### config.mk
export PLATFORM = sky130hd
export DESIGN_NAME = gctr_stream
export DESIGN_NICKNAME = d
export VERILOG_FILES = /design/src/rtl/gcm_pkg.sv /design/src/rtl/gctr_fifo.sv /design/src/rtl/gctr_stream.sv
export SDC_FILE = /design/constraint.sdc
export NUM_CORES = 2
export LEC_CHECK = 0
export ABC_AREA = 1
export BUFFER_PORTS_ARGS = -buffer_cell sky130_fd_sc_hd__buf_2
export CORE_UTILIZATION = 43
export DETAILED_ROUTE_END_ITERATION = 8
export PLACE_DENSITY_LB_ADDON = 0.2
export SYNTH_ARGS = -nofsm -noshare
export SYNTH_HDL_FRONTEND = slang
export SYNTH_HIERARCHICAL = 1
export SYNTH_SLANG_ARGS = --single-unit
### constraint.sdc
create_clock -name clk -period 7.7 [get_ports clk]
set_input_delay 0.385 -clock clk [delete_from_list [all_inputs] [get_ports clk]]
set_output_delay 0.385 -clock clk [all_outputs]
set_load 0.02 [all_outputs]
### src/rtl/gcm_pkg.sv
// Shared types, constants and helper functions for the GCM datapath blocks.
package gcm_pkg;

    localparam int BLOCK_W = 128;
    localparam int BYTES_W = 5;
    localparam int ENTRY_W = BLOCK_W + 1 + BYTES_W;

    localparam logic [1:0] ST_IDLE  = 2'd0;
    localparam logic [1:0] ST_RUN   = 2'd1;
    localparam logic [1:0] ST_DRAIN = 2'd2;

    typedef enum logic [1:0] {
        IDLE  = ST_IDLE,
        RUN   = ST_RUN,
        DRAIN = ST_DRAIN
    } gctr_state_e;

    typedef struct packed {
        logic [BLOCK_W-1:0] data;
        logic               last;
        logic [BYTES_W-1:0] nbytes;
    } gctr_entry_t;

    // inc_s: increment the low s bits modulo 2^s, upper bits untouched.
    function automatic logic [BLOCK_W-1:0] inc_ctr(input logic [BLOCK_W-1:0] cb, input int s);
        logic [BLOCK_W-1:0] mask;
        if (s >= BLOCK_W) begin
            mask = {BLOCK_W{1'b1}};
        end else if (s <= 0) begin
            mask = {BLOCK_W{1'b0}};
        end else begin
            mask = (BLOCK_W'(1) << s) - BLOCK_W'(1);
        end
        return (cb & ~mask) | ((cb + BLOCK_W'(1)) & mask);
    endfunction

    // A byte count of 0 or above 16 means a full block.
    function automatic logic [BYTES_W-1:0] norm_bytes(input logic [BYTES_W-1:0] nbytes);
        if ((nbytes == 5'd0) || (nbytes > 5'd16)) begin
            return 5'd16;
        end else begin
            return nbytes;
        end
    endfunction

    function automatic logic [BLOCK_W-1:0] byte_mask(input logic [BYTES_W-1:0] nbytes);
        logic [BYTES_W-1:0] n;
        n = norm_bytes(nbytes);
        return ~({BLOCK_W{1'b1}} >> {n, 3'b000});
    endfunction

endpackage

### src/rtl/gctr_fifo.sv
// Small synchronous FIFO with registered storage; push when full and pop when
// empty are ignored so the pointers can never corrupt.
module gctr_fifo
    import gcm_pkg::*;
#(
    parameter int WIDTH = ENTRY_W,
    parameter int DEPTH = 4
) (
    input  logic             clk_i,
    input  logic             rst_ni,
    input  logic             push_i,
    input  logic [WIDTH-1:0] push_data_i,
    input  logic             pop_i,
    output logic             full_o,
    output logic             empty_o,
    output logic [WIDTH-1:0] head_o
);
    localparam int AW = (DEPTH > 1) ? $clog2(DEPTH) : 1;

    logic [WIDTH-1:0] mem_q [DEPTH];
    logic [AW:0]      wr_ptr_q;
    logic [AW:0]      rd_ptr_q;
    logic             do_push_s;
    logic             do_pop_s;

    assign empty_o   = (wr_ptr_q == rd_ptr_q);
    assign full_o    = (wr_ptr_q[AW] != rd_ptr_q[AW]) && (wr_ptr_q[AW-1:0] == rd_ptr_q[AW-1:0]);
    assign do_push_s = push_i & ~full_o;
    assign do_pop_s  = pop_i & ~empty_o;
    assign head_o    = mem_q[rd_ptr_q[AW-1:0]];

    // Storage and pointer update
    always_ff @(posedge clk_i or negedge rst_ni) begin
        if (!rst_ni) begin
            for (int i = 0; i < DEPTH; i++) begin
                mem_q[i] <= {WIDTH{1'b0}};
            end
            wr_ptr_q <= {(AW+1){1'b0}};
            rd_ptr_q <= {(AW+1){1'b0}};
        end else begin
            if (do_push_s) begin
                mem_q[wr_ptr_q[AW-1:0]] <= push_data_i;
                wr_ptr_q                <= wr_ptr_q + (AW+1)'(1);
            end
            if (do_pop_s) begin
                rd_ptr_q <= rd_ptr_q + (AW+1)'(1);
            end
        end
    end

endmodule

### src/rtl/gctr_stream.sv
// Streaming GCTR engine: issues counter blocks to a shared cipher core and
// XORs the in-order keystream onto buffered input blocks.
module gctr_stream
    import gcm_pkg::*;
#(
    parameter int INC_WIDTH = 32,
    parameter int DEPTH     = 4
) (
    input  logic               clk,
    input  logic               rst,
    input  logic               start,
    input  logic [BLOCK_W-1:0] icb_in,
    input  logic               in_valid,
    output logic               in_ready,
    input  logic [BLOCK_W-1:0] in_data,
    input  logic               in_last,
    input  logic [BYTES_W-1:0] in_bytes,
    output logic               cb_valid,
    input  logic               cb_ready,
    output logic [BLOCK_W-1:0] cb_out,
    input  logic               ks_valid,
    input  logic [BLOCK_W-1:0] ks_data,
    output logic               out_valid,
    input  logic               out_ready,
    output logic [BLOCK_W-1:0] out_data,
    output logic               out_last,
    output logic [BYTES_W-1:0] out_bytes,
    output logic               busy,
    output logic               done,
    output logic               err
);
    localparam int               CNT_W   = $clog2(DEPTH + 1);
    localparam logic [CNT_W-1:0] OCC_MAX = CNT_W'(DEPTH);
    localparam logic [CNT_W-1:0] OCC_ONE = CNT_W'(1);

    gctr_state_e        state_q, state_d;
    logic [BLOCK_W-1:0] cb_q, cb_d;
    logic [CNT_W-1:0]   occ_q, occ_d;
    logic               done_q, done_d;
    logic               err_q, err_d;

    logic               room_s;
    logic               issue_s;
    logic               ks_take_s;
    logic               ks_spur_s;
    logic               out_pop_s;
    gctr_entry_t        pend_push_s, pend_head_s;
    gctr_entry_t        res_push_s, res_head_s;
    logic               pend_full_s, pend_empty_s;
    logic               res_full_s, res_empty_s;

    // Occupancy covers both FIFOs, so keystream (which cannot stall) always has room.
    assign room_s    = (occ_q < OCC_MAX) & ~pend_full_s & ~res_full_s;
    assign in_ready  = (state_q == RUN) & cb_ready & room_s;
    assign cb_valid  = (state_q == RUN) & in_valid & room_s;
    assign issue_s   = cb_valid & cb_ready;
    assign cb_out    = cb_q;
    assign ks_take_s = ks_valid & ~pend_empty_s;
    assign ks_spur_s = ks_valid & pend_empty_s;
    assign out_valid = ~res_empty_s;
    assign out_pop_s = out_valid & out_ready;
    assign busy      = (state_q != IDLE);
    assign done      = done_q;
    assign err       = err_q;

    // Build FIFO entries for the issue and keystream paths
    always_comb begin
        pend_push_s.data   = in_data;
        pend_push_s.last   = in_last;
        pend_push_s.nbytes = 5'd16;
        if (in_last) begin
            pend_push_s.nbytes = norm_bytes(in_bytes);
        end else begin
            pend_push_s.nbytes = 5'd16;
        end
        res_push_s.data   = (pend_head_s.data ^ ks_data) & byte_mask(pend_head_s.nbytes);
        res_push_s.last   = pend_head_s.last;
        res_push_s.nbytes = pend_head_s.nbytes;
    end

    gctr_fifo #(.WIDTH(ENTRY_W), .DEPTH(DEPTH)) u_pend_fifo (
        .clk_i      (clk),
        .rst_ni     (rst),
        .push_i     (issue_s),
        .push_data_i(pend_push_s),
        .pop_i      (ks_take_s),
        .full_o     (pend_full_s),
        .empty_o    (pend_empty_s),
        .head_o     (pend_head_s)
    );

    gctr_fifo #(.WIDTH(ENTRY_W), .DEPTH(DEPTH)) u_res_fifo (
        .clk_i      (clk),
        .rst_ni     (rst),
        .push_i     (ks_take_s),
        .push_data_i(res_push_s),
        .pop_i      (out_pop_s),
        .full_o     (res_full_s),
        .empty_o    (res_empty_s),
        .head_o     (res_head_s)
    );

    // Present the result head; blank fields while nothing is waiting
    always_comb begin
        out_data  = {BLOCK_W{1'b0}};
        out_last  = 1'b0;
        out_bytes = {BYTES_W{1'b0}};
        if (!res_empty_s) begin
            out_data  = res_head_s.data;
            out_last  = res_head_s.last;
            out_bytes = res_head_s.nbytes;
        end else begin
            out_data  = {BLOCK_W{1'b0}};
            out_last  = 1'b0;
            out_bytes = {BYTES_W{1'b0}};
        end
    end

    // Occupancy: +1 per issue, -1 per delivered result
    always_comb begin
        occ_d = occ_q;
        case ({issue_s, out_pop_s})
            2'b10:   occ_d = occ_q + OCC_ONE;
            2'b01:   occ_d = occ_q - OCC_ONE;
            default: occ_d = occ_q;
        endcase
    end

    // FSM next state, counter block advance and status flags
    always_comb begin
        state_d = state_q;
        cb_d    = cb_q;
        done_d  = 1'b0;
        err_d   = err_q | ks_spur_s;
        case (state_q)
            IDLE: begin
                if (start) begin
                    cb_d    = icb_in;
                    state_d = RUN;
                end else begin
                    state_d = IDLE;
                end
            end
            RUN: begin
                if (issue_s) begin
                    cb_d = inc_ctr(cb_q, INC_WIDTH);
                    if (in_last) begin
                        state_d = DRAIN;
                    end else begin
                        state_d = RUN;
                    end
                end else begin
                    state_d = RUN;
                end
            end
            DRAIN: begin
                if (out_pop_s && res_head_s.last && (occ_q == OCC_ONE)) begin
                    done_d  = 1'b1;
                    state_d = IDLE;
                end else begin
                    state_d = DRAIN;
                end
            end
            default: begin
                state_d = IDLE;
            end
        endcase
    end

    // Control registers
    always_ff @(posedge clk or negedge rst) begin
        if (!rst) begin
            state_q <= IDLE;
            cb_q    <= {BLOCK_W{1'b0}};
            occ_q   <= {CNT_W{1'b0}};
            done_q  <= 1'b0;
            err_q   <= 1'b0;
        end else begin
            state_q <= state_d;
            cb_q    <= cb_d;
            occ_q   <= occ_d;
            done_q  <= done_d;
            err_q   <= err_d;
        end
    end

endmodule

==> impl_table.tex <==
\begin{tabular}{lr}
\hline
Metric & Value \\
\hline
\multicolumn{2}{l}{\textbf{STA}} \\
Worst-margin pin slew & 1.292 ns \\
Post-Route Skew & 0.02852 ns \\
Final-report hold violation count & 0 \\
Final worst path period need & 5.169 ns \\
Period utilization & 0.6714 \\
Peak Freq & 0.1934 GHz \\
Slew headroom & 0.1389 \\
Unrepaired setup endpoints after global routing & false \\
Setup violation total in the final timing report & 0 \\
Final-report max-slew violation count & 0 \\
Total Negative Setup Slacks & 0 ns \\
\multicolumn{2}{l}{\textbf{Final layout}} \\
Area Overhead vs Synth & 17.46\% \\
Most used cells in the layout excluding fill and tap cells & sky130\_fd\_sc\_hd\_\_nand2\_1, sky130\_fd\_sc\_hd\_\_dfrtp\_1, sky130\_fd\_sc\_hd\_\_nand4\_1 \\
Share of final-layout standard cells stronger than drive strength 1 & 0.1224 \\
Area taken by flip-flops and latches & 30,520 µm² \\
Fin nets & 8,768 \\
Commonest non-fill, non-tap cell in the layout & sky130\_fd\_sc\_hd\_\_nand2\_1 \\
Count of non-filler cells in the finished layout & 10,390 \\
Area occupied by multi-input gates & 26,930 µm² \\
Fill cell instance count of the final layout & 13,610 \\
\multicolumn{2}{l}{\textbf{Logic synthesis}} \\
Post-synthesis net count & 8,309 \\
Total of flip-flops plus latches after synthesis & 1,219 \\
Number of flops mapped to enable cells by yosys & 0 \\
Number of unique standard cell types used by synthesis & 40 \\
Main synth FF type & sky130\_fd\_sc\_hd\_\_dfrtp\_1 \\
Syn\_area\_per\_cell & 7.798 µm² \\
Sequential cell area fraction in the yosys report & 0.4955 \\
Mapped Cells & 7,895 \\
Post-synth ARST share & 1.000 \\
Ys Warns & 6 \\
Post-synthesis cell area & 61,570 µm² \\
\multicolumn{2}{l}{\textbf{Clocking}} \\
Clock Sinks & 1,219 \\
Buffer levels on the longest clock path & 3 \\
H-tree level count & 4 \\
Post-CTS Setup Inserts & 0 \\
Clock root buffer & sky130\_fd\_sc\_hd\_\_clkbuf\_16 \\
Clock insertion delay at the later pin of the skew report & 0.79 ns \\
CTS tree & done \\
Number of buffers created by CTS & 138 \\
Clock-pin transition on the worst setup and hold timing paths & 0.06 ns \\
\multicolumn{2}{l}{\textbf{Power and ir drop}} \\
Peak VDD IR & 0.0005243 V \\
Lkg Pwr & 37.32 nW \\
Power density normalized to cell area & 501.9 nW/µm² \\
\multicolumn{2}{l}{\textbf{Worst setup path}} \\
Critical path, cell by cell & inv\_4 > nand2\_1 > nand2\_1 > nand3\_4 > buf\_12 > buf\_4 > buf\_4 > nand4\_1 > nand2\_1 \\
Largest fanout on the critical path & 264 \\
WS Path Type & reg2reg \\
WP data required & 8.40 ns \\
Crit path capture type & flop \\
Element type at the critical path start & flop \\
Most frequent CP cell & sky130\_fd\_sc\_hd\_\_nand2\_1 \\
Endpoint arrival time on the critical path & 5.87 ns \\
Worst stage delay on the critical path & 0.95 ns \\
Slowest library cell on the worst path & sky130\_fd\_sc\_hd\_\_dfrtp\_4 \\
\multicolumn{2}{l}{\textbf{Global routing}} \\
Pin count of the biggest net entering global routing & 265 \\
Tot GR Track Use & 0.3056 \\
Aggregate global routing overflow & 0 \\
First-pass GRT wire length & 346,800 µm \\
Number of global-route vias before repair & 56,630 \\
Antenna violations before repair & 61 \\
\multicolumn{2}{l}{\textbf{Routing}} \\
Post-route DRC violation count & 0 \\
Via density per instance & 5.713 \\
Count of vias placed by the detailed router & 59,340 \\
Avg WL per Cell & 21.85 µm \\
Iteration-0 DRC count of the detailed router & 6,828 \\
Drt first pass iters & 6 \\
WL final & 227,000 µm \\
Remaining antenna violation count & 0 \\
\multicolumn{2}{l}{\textbf{Job}} \\
Max-Cap Viols & 0 \\
\multicolumn{2}{l}{\textbf{Placed design}} \\
Inst Count DP & 9,830 \\
Half-perimeter wire length after detailed placement & 131,800 µm \\
Number of buffers added on ports & 664 \\
GPL Wtd Cong & 0.8671 \\
\multicolumn{2}{l}{\textbf{Run status}} \\
Run status & complete, no violations \\
\multicolumn{2}{l}{\textbf{Die}} \\
Die height & 380.4 µm \\
Number of rows in the core area & 138 \\
Placeable core region & 141,800 µm² \\
Initial cell density of the core & 0.4343 \\
I/O Pins & 665 \\
Die area & 144,700 µm² \\
Die X & 380.4 µm \\
\multicolumn{2}{l}{\textbf{Hold path}} \\
Worst hold-check path type & in2reg \\
\hline
\end{tabular}
==> sequential cells by signal (all words and copies together) (netlist names) <==
| register | flops |
|---|---|
| u_pend_fifo/rd_ptr_q | 3 |
| done | 1 |
| u_res_fifo/wr_ptr_q | 3 |
| occ_q | 3 |
| u_pend_fifo/wr_ptr_q | 3 |
| u_pend_fifo/mem_q | 536 |
| u_res_fifo/mem_q | 536 |
| state_q | 2 |
| err | 1 |
| u_res_fifo/rd_ptr_q | 3 |
| cb_out | 128 |
==> final timing paths <==
path	endpoint	start	slack, ns	depth (start not counted)
worst max-delay path	u_res_fifo/mem_q[39]$_DFFE_PN0P_	u_res_fifo/rd_ptr_q[1]$_DFFE_PN0P_	2.53	9
worst min-delay path	u_res_fifo/mem_q[22]$_DFFE_PN0P_	ks_data[16]	0.05	5
worst max register to register	u_res_fifo/mem_q[39]$_DFFE_PN0P_	u_res_fifo/rd_ptr_q[1]$_DFFE_PN0P_	2.53	9
worst min register to register	u_res_fifo/mem_q[314]$_DFFE_PN0P_	u_res_fifo/mem_q[314]$_DFFE_PN0P_	0.46	2
max in group asynchronous	u_res_fifo/mem_q[98]$_DFFE_PN0P_	rst	5.64	4
min in group asynchronous	cb_out[22]$_DFFE_PN0P_	rst	0.19	2
==> critical path, delay by kind of cell, from the launching register on <==
kind,cells,cell delay (ns)
buf+inv,4,3.15
flops,1,0.95
simple gates,5,0.74
==> power by group <==
group	leakage (nW)	switching [mW]	internal (mW)
Clock	2.28	2.78	3.99
Sequential	15.8	1.59	9.05
Combinational	19.3	14.0	4.92
==> metrics by stage <==
| stage | cell area, µm² | hold WS [ns] | setup WS (ns) | util | power, mW |
|---|---|---|---|---|---|
| after floorplan | 61570 | 0.08941 | 4.621 | - | 22.73 |
| after global placement | 64890 | 0.4474 | 2.664 | 0.4577 | 28.77 |
| after detailed placement | 64890 | 0.4528 | 2.634 | 0.4577 | 29.05 |
| after CTS | 72230 | 0.0006455 | 2.516 | 0.5095 | 36.03 |
| after global routing | 72320 | 0.04151 | 2.225 | 0.5101 | 38.56 |
| final | 72320 | 0.05275 | 2.531 | 0.5102 | 36.30 |
==> metal layers <==
layer	wire, µm	GRT usage
met5	191	0
met4	9591	0.1326
met3	19410	0.05667
met2	100300	0.4581
met1	97440	0.4310
==> layout make-up <==
class | instances | share of cell area
Sequential cell | 1219 | 0.4220
Multi-Input combinational cell | 5722 | 0.3724
Antenna cell | 36 | 0.001246
Clock buffer | 207 | 0.05733
Timing Repair Buffer | 1016 | 0.09436
Clock inverter | 40 | 0.006246
Tap cell | 1890 | 0.03270
Inverter | 257 | 0.01375
==> kinds of logic after synthesis <==
| family | count (synthesis) | synth area share |
|---|---|---|
| adder cells (fa/ha/maj) | 17 | 0.003455 |
| XOR/XNOR | 133 | 0.01916 |
| AND/OR/NAND/NOR | 4715 | 0.3363 |
| flip-flops | 1219 | 0.4955 |
| AO/OA/AOI/OAI | 857 | 0.07578 |
| buffers and inverters | 954 | 0.06987 |
==> synth_stat cells, drive strengths merged (3+ instances only) <==
master / instances / area (µm²)
o22ai: 268 / 1677
ha: 17 / 212.7
a31oi: 4 / 25.02
o21ai: 568 / 2850
nor2: 871 / 3367
clkinv: 3 / 11.26
nand3b: 5 / 37.54
or2: 3 / 18.77
xnor2: 92 / 820.8
buf: 370 / 2095
clkbuf: 327 / 1237
a21oi: 12 / 75.08
inv: 254 / 958.4
xor2: 41 / 359.1
nand3: 57 / 362.9
nand2: 2699 / 10170
nand4: 1076 / 6731
nor3: 4 / 20.02
o211ai: 3 / 22.52
dfrtp: 1219 / 30500
==> repair_timing <==
item	in CTS	in global routing
hold buffers	274	0
resized for setup	0	0
endpoints found under the hold margin	749	0
No activity file was read; power rests on OpenSTA's default activity.
